File: src/rtl/wide_add_seq.sv
// wide_add_seq: multi-cycle multi-precision adder/subtractor.
// One 8-bit limb is added per cycle, LSB limb first, and the carry is chained
// through a register. Subtraction is performed as A + ~B + ~bin.
module wide_add_seq #(
    parameter int unsigned WORDS = 4
) (
    input  logic                 clk,
    input  logic                 rst,
    input  logic                 in_valid,
    output logic                 in_ready,
    input  logic [8*WORDS-1:0]   a,
    input  logic [8*WORDS-1:0]   b,
    input  logic                 cin,
    input  logic                 sub,
    output logic                 out_valid,
    input  logic                 out_ready,
    output logic [8*WORDS-1:0]   sum,
    output logic                 cout,
    output logic                 ovf,
    output logic                 busy
);

    localparam int unsigned W  = 8 * WORDS;
    localparam int unsigned CW = $clog2(WORDS) + 1;

    typedef enum logic [1:0] {
        S_IDLE,
        S_RUN,
        S_DONE
    } state_t;

    state_t          state_q, state_d;
    logic [W-1:0]    a_q, a_d;
    logic [W-1:0]    b_q, b_d;
    logic [W-1:0]    sum_q, sum_d;
    logic [CW-1:0]   cnt_q, cnt_d;
    logic            carry_q, carry_d;
    logic            cout_q, cout_d;
    logic            ovf_q, ovf_d;

    logic [7:0]      a_limb;
    logic [7:0]      b_limb;
    logic [8:0]      limb_sum;
    logic            last_limb;

    // Limb adder: select the current limb of each operand and add with carry.
    always_comb begin
        a_limb = '0;
        b_limb = '0;
        for (int unsigned i = 0; i < WORDS; i++) begin
            if (cnt_q == CW'(i)) begin
                a_limb = a_q[8*i +: 8];
                b_limb = b_q[8*i +: 8];
            end
        end
        limb_sum  = {1'b0, a_limb} + {1'b0, b_limb} + {8'b0, carry_q};
        last_limb = (cnt_q == CW'(WORDS - 1));
    end

    // Next-state logic: accept in IDLE, one limb per cycle in RUN, hold in DONE.
    always_comb begin
        state_d = state_q;
        a_d     = a_q;
        b_d     = b_q;
        sum_d   = sum_q;
        cnt_d   = cnt_q;
        carry_d = carry_q;
        cout_d  = cout_q;
        ovf_d   = ovf_q;
        case (state_q)
            S_IDLE: begin
                if (in_valid) begin
                    a_d     = a;
                    b_d     = b ^ {W{sub}};
                    carry_d = cin ^ sub;
                    cnt_d   = '0;
                    sum_d   = '0;
                    state_d = S_RUN;
                end
            end
            S_RUN: begin
                for (int unsigned i = 0; i < WORDS; i++) begin
                    if (cnt_q == CW'(i)) begin
                        sum_d[8*i +: 8] = limb_sum[7:0];
                    end
                end
                carry_d = limb_sum[8];
                cnt_d   = cnt_q + 1'b1;
                if (last_limb) begin
                    cout_d  = limb_sum[8];
                    // carry into bit 7 is a^b^s at bit 7; overflow is that xor carry out
                    ovf_d   = a_limb[7] ^ b_limb[7] ^ limb_sum[7] ^ limb_sum[8];
                    state_d = S_DONE;
                end
            end
            S_DONE: begin
                if (out_ready) begin
                    state_d = S_IDLE;
                end
            end
            default: state_d = S_IDLE;
        endcase
    end

    // State registers with synchronous reset.
    always_ff @(posedge clk) begin
        if (rst) begin
            state_q <= S_IDLE;
            a_q     <= '0;
            b_q     <= '0;
            sum_q   <= '0;
            cnt_q   <= '0;
            carry_q <= 1'b0;
            cout_q  <= 1'b0;
            ovf_q   <= 1'b0;
        end else begin
            state_q <= state_d;
            a_q     <= a_d;
            b_q     <= b_d;
            sum_q   <= sum_d;
            cnt_q   <= cnt_d;
            carry_q <= carry_d;
            cout_q  <= cout_d;
            ovf_q   <= ovf_d;
        end
    end

    // Output decode.
    always_comb begin
        in_ready  = (state_q == S_IDLE);
        out_valid = (state_q == S_DONE);
        busy      = (state_q != S_IDLE);
        sum       = sum_q;
        cout      = cout_q;
        ovf       = ovf_q;
    end

endmodule

File: config.mk
export PLATFORM = sky130hd
export DESIGN_NAME = wide_add_seq
export DESIGN_NICKNAME = d
export VERILOG_FILES = /design/src/rtl/wide_add_seq.sv
export SDC_FILE = /design/constraint.sdc
export NUM_CORES = 1
export LEC_CHECK = 0
export CORE_ASPECT_RATIO = 0.6
export CORE_MARGIN = 2
export CORE_UTILIZATION = 51
export CTS_CLUSTER_SIZE = 12
export DETAILED_ROUTE_END_ITERATION = 10
export PLACE_DENSITY = 0.8
export SYNTH_ARGS = -nofsm -noshare
export SYNTH_HDL_FRONTEND = slang
export SYNTH_SLANG_ARGS = --single-unit
File: constraint.sdc
create_clock -name clk -period 4.2 [get_ports clk]
set_input_delay 0.84 -clock clk [delete_from_list [all_inputs] [get_ports clk]]
set_output_delay 0.84 -clock clk [all_outputs]
set_load 0.01 [all_outputs]
==> results.yml, run 1 <==
run_status:
  status: "complete, no violations"
placement:
  gp_congestion: 0.871
  place_ws_ns: 0.501
  dpl.hpwl_um: 9900
  io_buffers: 106
  dp.cells: 810
clock_tree:
  cts_tree: "yes"
  cts_sinks: 104
  cts-resized-gates: 0
  cts-root-buf: "clkbuf_16"
  cts_max_path_buffers: 2
  clkTransAtPathRegs_ns: 0.07
  postCtsSetupBuffers: 0
  ctsHoldBuffers: 0
  cts_made_buffers: 9
  insertion_delay_ns: 0.35
  cts_htree_levels: 3
power_and_ir_drop:
  powerDensity_nw_per_um2: 391
  p_int_mw: 1.82
  p_comb_frac: 0.208
  total_switching_power_mw: 0.695
  swShare: 0.276
  clock_power_share: 0.359
  max-vdd-ir-drop_uv: 199
  p_seq_frac: 0.433
  p_leak_nw: 2.31
finish:
  instances_no_fill: 826
  nNetsFinal: 770
  areaGrowthSynthToFinish_pct: 27.8
  layout-drive-gt1-share: 0.0753
  n_antenna_cell: 0
  post-route-util: 0.661
synth:
  synthMostInstantiatedCell: "dfxtp_1"
  muxShareOfSynthArea: 0.00596
  yosys-top-cells-area: "dfxtp_1 41%, nand2_1 7.5%, a21oi_1 6.2%, xnor2_1 6.1%, a211oi_1 5.8%"
  yosysWarnings: 0
  synth_top_family_by_area: "compound AO/OA/AOI/OAI gates"
  synth_top_area_cell: "dfxtp_1"
  yosysTopAreaCellShare: 0.413
  synth_compound_area_frac: 0.234
  synth_edf_count: 0
  yosys.area_share.simple: 0.195
  syn_area_per_cell_um2: 8.31
  ys_types: 49
  syn_area_um2: 5040
  syn_nets: 690
  synth_xor_area_frac: 0.0641
  synthTopCellsByCount: "104 x dfxtp_1, 101 x nand2_1, 75 x nor2_1"
  synth-seq-cells: 104
  yosys_most_used_dff: "dfxtp_1"
  syn_inst: 606
  synth_fa_ha_area_frac: 0.0378
  async_reset_ff_frac: 0
  yosysSeqAreaShare: 0.413
worst_setup_path:
  regToRegEndpoint: "sum[4]"
  critPathMaxStageDelay_ns: 0.54
  worst-setup-path-type: "flop to flop"
  start_kind: "flop"
  crit_chain: "inv_1 > ha_1 > nand2b_1 > nor2_2 > a221oi_1 > nor3_1 > a21oi_1 > fa_1 > fa_1 > nand2b_1 > a21oi_1 > xnor2_1 > nand3_1 > a21oi_1"
  cp-endpoint: "sum[4]"
  cp.depth: 14
  reg2reg_depth: 14
  arrival_ns: 4.01
  crit_start: "cnt_q[0]"
  worstSetupEndpointType: "flop"
  worst_path_most_repeated_cell: "a21oi_1"
  path_buf_inv: 1
  cp_data_required_time_ns: 4.47
  reg2reg_from: "cnt_q[0]"
  crit_fanout: 16
  path_delay_family: "simple AND/OR/NAND/NOR gates"
  ff2ff_setup_slack_ns: 0.46
  cp_slowest_cell: "nor2_2"
global_route:
  grt_overflow: 0
  first_global_vias: 4342
  grt_pass1_wl_um: 22100
  antenna_found_initial: 0
  grt_util_all_layers: 0.262
  grt_max_degree: 109
route:
  drc: 0
  via_count: 4619
  dr.pass1.iters: 5
  wl_per_cell_um: 16.5
  drt_wl_total_um: 13600
  drt_iter0_drc: 428
  ant_nets: 0
  drt-vias-per-instance: 5.59
die:
  initial_core_util: 0.517
  core-area_um2: 9740
  die_w_um: 132
  core.rowCount: 28
  die_h_um: 81.0
  io_pins: 107
  die_area_um2: 10700
timing:
  maxSlewViolCount: 0
  hold_violations: 0
  setup_ws_ns: 0.455
  fmax_ghz: 0.267
  fin_worst_skew_ns: 0.00794
  tightest_slew_ns: 1.10
  rsz0062_at_grt: "false"
  period_needed_ns: 3.74
  hold_ws_ns: 0.451
  setup_tns_ns: 0
  slew_headroom: 0.269
  layout_worst_path_cycle_share: 0.892
  setup_viol_count_final: 0
hold_path:
  hold_path_class: "flop to flop"
flow_run:
  drv_cap: 0
-- routing by layer --
metal	part of all wire	GRT usage
met3	0.064	0.0618
met1	0.49	0.367
met4	0.010	0.0581
met5	0	0
met2	0.44	0.416
-- layout make-up --
| cell class | instances | area, um^2 |
|---|---|---|
| clock buffer | 11 | 243 |
| inverter | 9 | 33.8 |
| fill | 819 | 3300 |
| timing repair buffer | 113 | 1120 |
| sequential | 104 | 2080 |
| multi-input combinational | 449 | 2710 |
| tap | 135 | 169 |
| clock inverter | 5 | 78.8 |
-- state kept, by name, indices dropped and copies added (netlist names) --
signal,count
a_q,32
b_q,32
carry_q,1
cnt_q,3
cout,1
ovf,1
state_q,2
sum,32
-- layout by cell type, fill, tap and decap left out, types with 3 or more instances in the layout --
master | synthesis | layout
o21ai_1 | 7 | 7
a21oi_2 | 4 | 4
mux2i_1 | 3 | 3
a21oi_1 | 62 | 62
nand2b_1 | 6 | 6
nor2_1 | 75 | 75
a221o_1 | 12 | 12
buf_4 | 7 | 7
nand3b_1 | 8 | 8
nor2_2 | 3 | 3
nand3_1 | 7 | 7
a211oi_1 | 39 | 39
clkdlybuf4s50_1 | 0 | 104
ha_1 | 12 | 12
nand2_1 | 101 | 101
a221oi_1 | 4 | 4
o41ai_2 | 4 | 4
dfxtp_1 | 104 | 104
nor2b_1 | 6 | 6
inv_1 | 9 | 9
a21o_1 | 3 | 3
xnor2_1 | 35 | 35
nor3_1 | 7 | 7
clkbuf_16 | 0 | 9
nand2_2 | 5 | 5
o21ai_0 | 20 | 20
-- cells by family after synthesis --
logic type	after synthesis
buffers and inverters	53
multiplexers	3
flip-flops	104
adder cells (fa/ha/maj)	14
AND/OR/NAND/NOR	225
XOR/XNOR	36
AO/OA/AOI/OAI	171
-- tightest hold or removal path, cell delays in order, from the launching register on --
cell,delay [ns]
dfxtp_1,0.31
nand2_1,0.05
a21oi_1,0.05
-- per-stage QoR --
step / area (um^2) / total power [mW]
floorplan: 5040 / 1.43
global placement: 6110 / 1.61
detailed placement: 6110 / 1.62
CTS: 6440 / 2.52
global route: 6440 / 2.62
finish: 6440 / 2.52
-- worst min path at each step --
stage | from | to | cells past startpoint
finish | sum[26] | sum[26] | 2
detailed placement | sum[26] | sum[26] | 2
CTS | sum[26] | sum[26] | 2
global placement | sum[11] | sum[11] | 2
floorplan | a_q[18] | a_q[18] | 2
global route | sum[10] | sum[10] | 2
-- power groups by stage --
stage               Sequential (mW)  Clock, mW  Combinational [mW]
global route                   1.09      0.951               0.573
global placement               1.11          0               0.503
floorplan                      1.10          0               0.330
finish                         1.09      0.904               0.524
detailed placement             1.11          0               0.514
CTS                            1.09      0.914               0.520
No activity file was read; power rests on OpenSTA's default activity.
==> run 2, diff against run 1 <==
--- a/config.mk
+++ b/config.mk
@@ -11,6 +11,8 @@
 export CTS_CLUSTER_SIZE = 12
 export DETAILED_ROUTE_END_ITERATION = 10
 export PLACE_DENSITY = 0.8
+export SKIP_CTS_REPAIR_TIMING = 1
+export SKIP_LAST_GASP = 1
 export SYNTH_ARGS = -nofsm -noshare
 export SYNTH_HDL_FRONTEND = slang
 export SYNTH_SLANG_ARGS = --single-unit
==> results of run 2 <==
Same layout as run 1: the final DEF is identical, and so are final timing and power.
==> variant 1: new RTL, flow settings as in run 2 <==
Encoding of `state_t`: now one-hot (3 bits for 3 states).
--- a/src/rtl/wide_add_seq.sv
+++ b/src/rtl/wide_add_seq.sv
@@ -24,8 +24,8 @@
     localparam int unsigned CW = $clog2(WORDS) + 1;
 
-    typedef enum logic [1:0] {
-        S_IDLE,
-        S_RUN,
-        S_DONE
+    typedef enum logic [2:0] {
+        S_IDLE = 3'b001,
+        S_RUN  = 3'b010,
+        S_DONE = 3'b100
     } state_t;
 
Formal check against the unedited RTL: no difference found for any inputs over 10 cycles, from zero or initial values and one cycle with rst high; not proved beyond that.
==> variant 1 against run 2 <==
Clock power increased by 0.9%. Sequential cell count increased by 1. Area after synthesis fell by 1.1%. Wire length up 2.0%. Worst setup slack better by 0.065 ns. Largest power group unchanged. Power is 0.75% lower. Hold slack improved by 0.0016 ns. Clock skew is 0.0040 ns lower. Final area fell by 0.25%. Global-route usage is 0.75 points higher.
==> variant 1: results <==
metrics = {
    "yosys": {
        "synthXorXnorAreaFrac_pct": 6.33,
        "synth_nets": 698,
        "synthMuxAreaShare_pct": 0.226,
        "ys_top_cells_by_count": "nand2_1 (108), dfxtp_1 (105), nor2_1 (73)",
        "synth-compound-area-share_pct": 23.7,
        "yosysUniqueCellTypes": 46,
        "synth_fa_ha_area_share_pct": 3.82,
        "synth_seq_area_share_pct": 42.2,
        "ys_top_cells_by_area": "dfxtp_1 (42%), nand2_1 (8.1%), a21oi_1 (6.5%)",
    },
    "routing": {
        "drt-initial-drc-count": 534,
        "viasPerCell": 5.75,
        "routed_wl_mm": 13.9,
    },
    "placement": {
        "globalplace.congestion": 0.939,
        "hpwlAfterDp_mm": 10.1,
    },
    "pwr": {
        "p_comb_uw": 471,
        "leakage_nw": 2.29,
        "swShare_pct": 26.8,
        "power_clock_uw": 912,
    },
    "setup_path": {
        "slowest_stage": "or4b_4",
        "worstPathArrival_ns": 3.94,
        "slowest_delay_ns": 0.52,
        "critPathMaxFanout": 6,
        "regToRegSetupSlack_ns": 0.52,
        "r2r-end": "sum[14]",
    },
    "global_routing": {
        "grt_pass1_vias": 4414,
        "track_usage_pct": 27.0,
    },
    "outcome": {
        "status": "finished clean",
    },
    "cells_and_area": {
        "fin_nets": 779,
    },
}
## variant 1: per-layer routing
metal / global-route usage [%] / up-vias / wire length [um]
met5: 0 / - / 0
met4: 5.87 / 0 / 160
met3: 5.49 / 21 / 1070
met2: 41.6 / 220 / 5900
met1: 38.9 / 2232 / 6770
li1: - / 2292 / -
## variant 1: layout make-up
| cell class | count | area [um^2] | area share [%] |
|---|---|---|---|
| Multi-Input combinational cell | 456 | 2660 | 41.5 |
| Sequential cell | 105 | 2100 | 32.7 |
| Timing Repair Buffer | 116 | 1140 | 17.7 |
| Clock buffer | 11 | 253 | 3.94 |
| Tap cell | 130 | 163 | 2.53 |
| Clock inverter | 4 | 76.3 | 1.19 |
| Inverter | 7 | 26.3 | 0.409 |
## variant 1: how the worst min path moves through the flow
stage | startpoint | end | slack, ns | depth (start not counted)
finish | sum[26] | sum[26] | 0.45 | 2
global route | sum[26] | sum[26] | 0.47 | 2
CTS | sum[26] | sum[26] | 0.45 | 2
detailed placement | sum[26] | sum[26] | 0.45 | 2
global placement | sum[26] | sum[26] | 0.44 | 2
floorplan | a_q[18] | a_q[18] | 0.43 | 2
## variant 1: metrics by stage
| step | hold slack [ns] | setup WS (ns) | area, um^2 | instances | total power, mW |
|---|---|---|---|---|---|
| detailed placement | 0.446 | 0.654 | 6090 | 814 | 1.60 |
| finish | 0.453 | 0.521 | 6420 | 829 | 2.50 |
| global placement | 0.443 | 0.809 | 6090 | 814 | 1.58 |
| floorplan | 0.433 | 0.714 | 4980 | 614 | 1.42 |
| global route | 0.474 | 0.275 | 6420 | 829 | 2.59 |
| CTS | 0.455 | 0.557 | 6420 | 829 | 2.50 |
==> variant 2: new RTL, config.mk and constraints of run 2 <==
Made on the original files. Change the parameter `WORDS` from 4 to 8.
--- a/src/rtl/wide_add_seq.sv
+++ b/src/rtl/wide_add_seq.sv
@@ -3,5 +3,5 @@
 // through a register. Subtraction is performed as A + ~B + ~bin.
 module wide_add_seq #(
-    parameter int unsigned WORDS = 4
+    parameter int unsigned WORDS = 8
 ) (
     input  logic                 clk,
Ports: changed (resized a, b and sum); port bits go from 107 to 203. The function was not compared with the original's and may differ.
==> variant 2 against run 2 <==
Final area is 86% higher. Wire length is 100% higher. Die area grew 79%. Global-route usage rose by 1.9 points. Area after synthesis up 83%. Worst setup slack worse by 0.22 ns. Power grew 82%. Sequential cell count rose by 97. Critical path type unchanged. Clock power increased by 78%. Synthesized cell count increased by 92%. First-iteration DRC count up 130%.
==> variant 2: results <==
metrics = {
    "setup_path": {
        "critPathMaxFanout": 33,
        "worstPathArrival_ns": 4.33,
        "slowest_stage": "o31ai_4",
        "slowest_delay_ns": 0.41,
    },
    "timing": {
        "slew_headroom_pct": 15.4,
        "fmax_ghz": 0.252,
        "holdWs_ns": 0.457,
        "skew_ns": 0.0172,
    },
    "routing": {
        "wire_per_inst_um": 17.7,
        "drt-initial-drc-count": 968,
        "met1_length_mm": 13.4,
    },
    "cells_and_area": {
        "layout-drive-gt1-share_pct": 4.50,
    },
    "hold_path": {
        "min-delay-start": "sum[55]",
    },
    "yosys": {
        "synth_fa_ha_area_share_pct": 1.93,
        "ys_top_cells_by_count": "dfxtp_1 (201), nand2_1 (170), a21oi_1 (157)",
        "synth_nets": 1309,
        "synthXorXnorAreaFrac_pct": 6.36,
    },
    "outcome": {
        "status": "finished clean",
    },
    "pwr": {
        "ir_worst_vdd_uv": 254,
        "leakage_nw": 4.25,
    },
    "clocking": {
        "cts_buffers": 20,
    },
    "placement": {
        "dp_worst_setup_slack_ns": 0.199,
    },
    "global_routing": {
        "antenna_found_initial": 1,
        "grt_pass1_wl_mm": 42.7,
        "grt_pass1_vias": 7981,
    },
}
[variant 2: cell count changes in the layout (fill, tap and decap cells not counted), sizes merged, moves of 31 or more]
cell           before  now
a211oi             42   75
a21oi              67  157
clkdlybuf4s50     104  200
dfxtp             104  201
nand2             106  170
nand3               7   43
nor2               79  128
xnor2              35   66
[variant 2: layout make-up]
cell class	count	area share, %
well taps	240	2.51
repair buffers	223	18.7
multi-input cells	833	39.6
flip-flops and latches	201	33.7
inverters	30	0.942
clock buffers	23	4.54
[variant 2: logic make-up after synthesis]
kind of cell	Yosys count
AO/OA/AOI/OAI	354
XOR/XNOR	67
adder cells (fa/ha/maj)	13
buffers and inverters	128
flip-flops	201
multiplexers	8
AND/OR/NAND/NOR	391
[variant 2: worst min-delay path: cells and delay by family (launching register included)]
kind	cells	cell delay (ns)
AO/OA/AOI/OAI	1	0.05
flip-flops	1	0.31
AND/OR/NAND/NOR	1	0.06
[variant 2: final timing paths]
kind,to,cells past startpoint
max,sum[7],14
min,sum[55],2
max reg2reg,sum[7],14
min reg2reg,sum[55],2
[variant 2: metrics by stage]
step | std cells | util, %
floorplan | 1162 | -
detailed placement | 1527 | 63.7
CTS | 1550 | 66.7
finish | 1550 | 66.9
global placement | 1527 | 63.7
global route | 1550 | 66.9
[variant 2: power groups by stage]
stage	Clock [mW]	Sequential (mW)	Combinational [mW]
floorplan	0	2.12	0.509
global placement	0	2.14	0.836
detailed placement	0	2.14	0.844
CTS	1.62	2.10	0.851
global route	1.70	2.11	0.942
finish	1.61	2.10	0.862
[variant 2: per-layer routing]
| layer | track usage (%) | vias to the layer above |
|---|---|---|
| li1 | - | 4296 |
| met1 | 44.4 | 4047 |
| met2 | 38.7 | 387 |
| met3 | 6.82 | 35 |
| met4 | 4.33 | 2 |
| met5 | 0 | - |
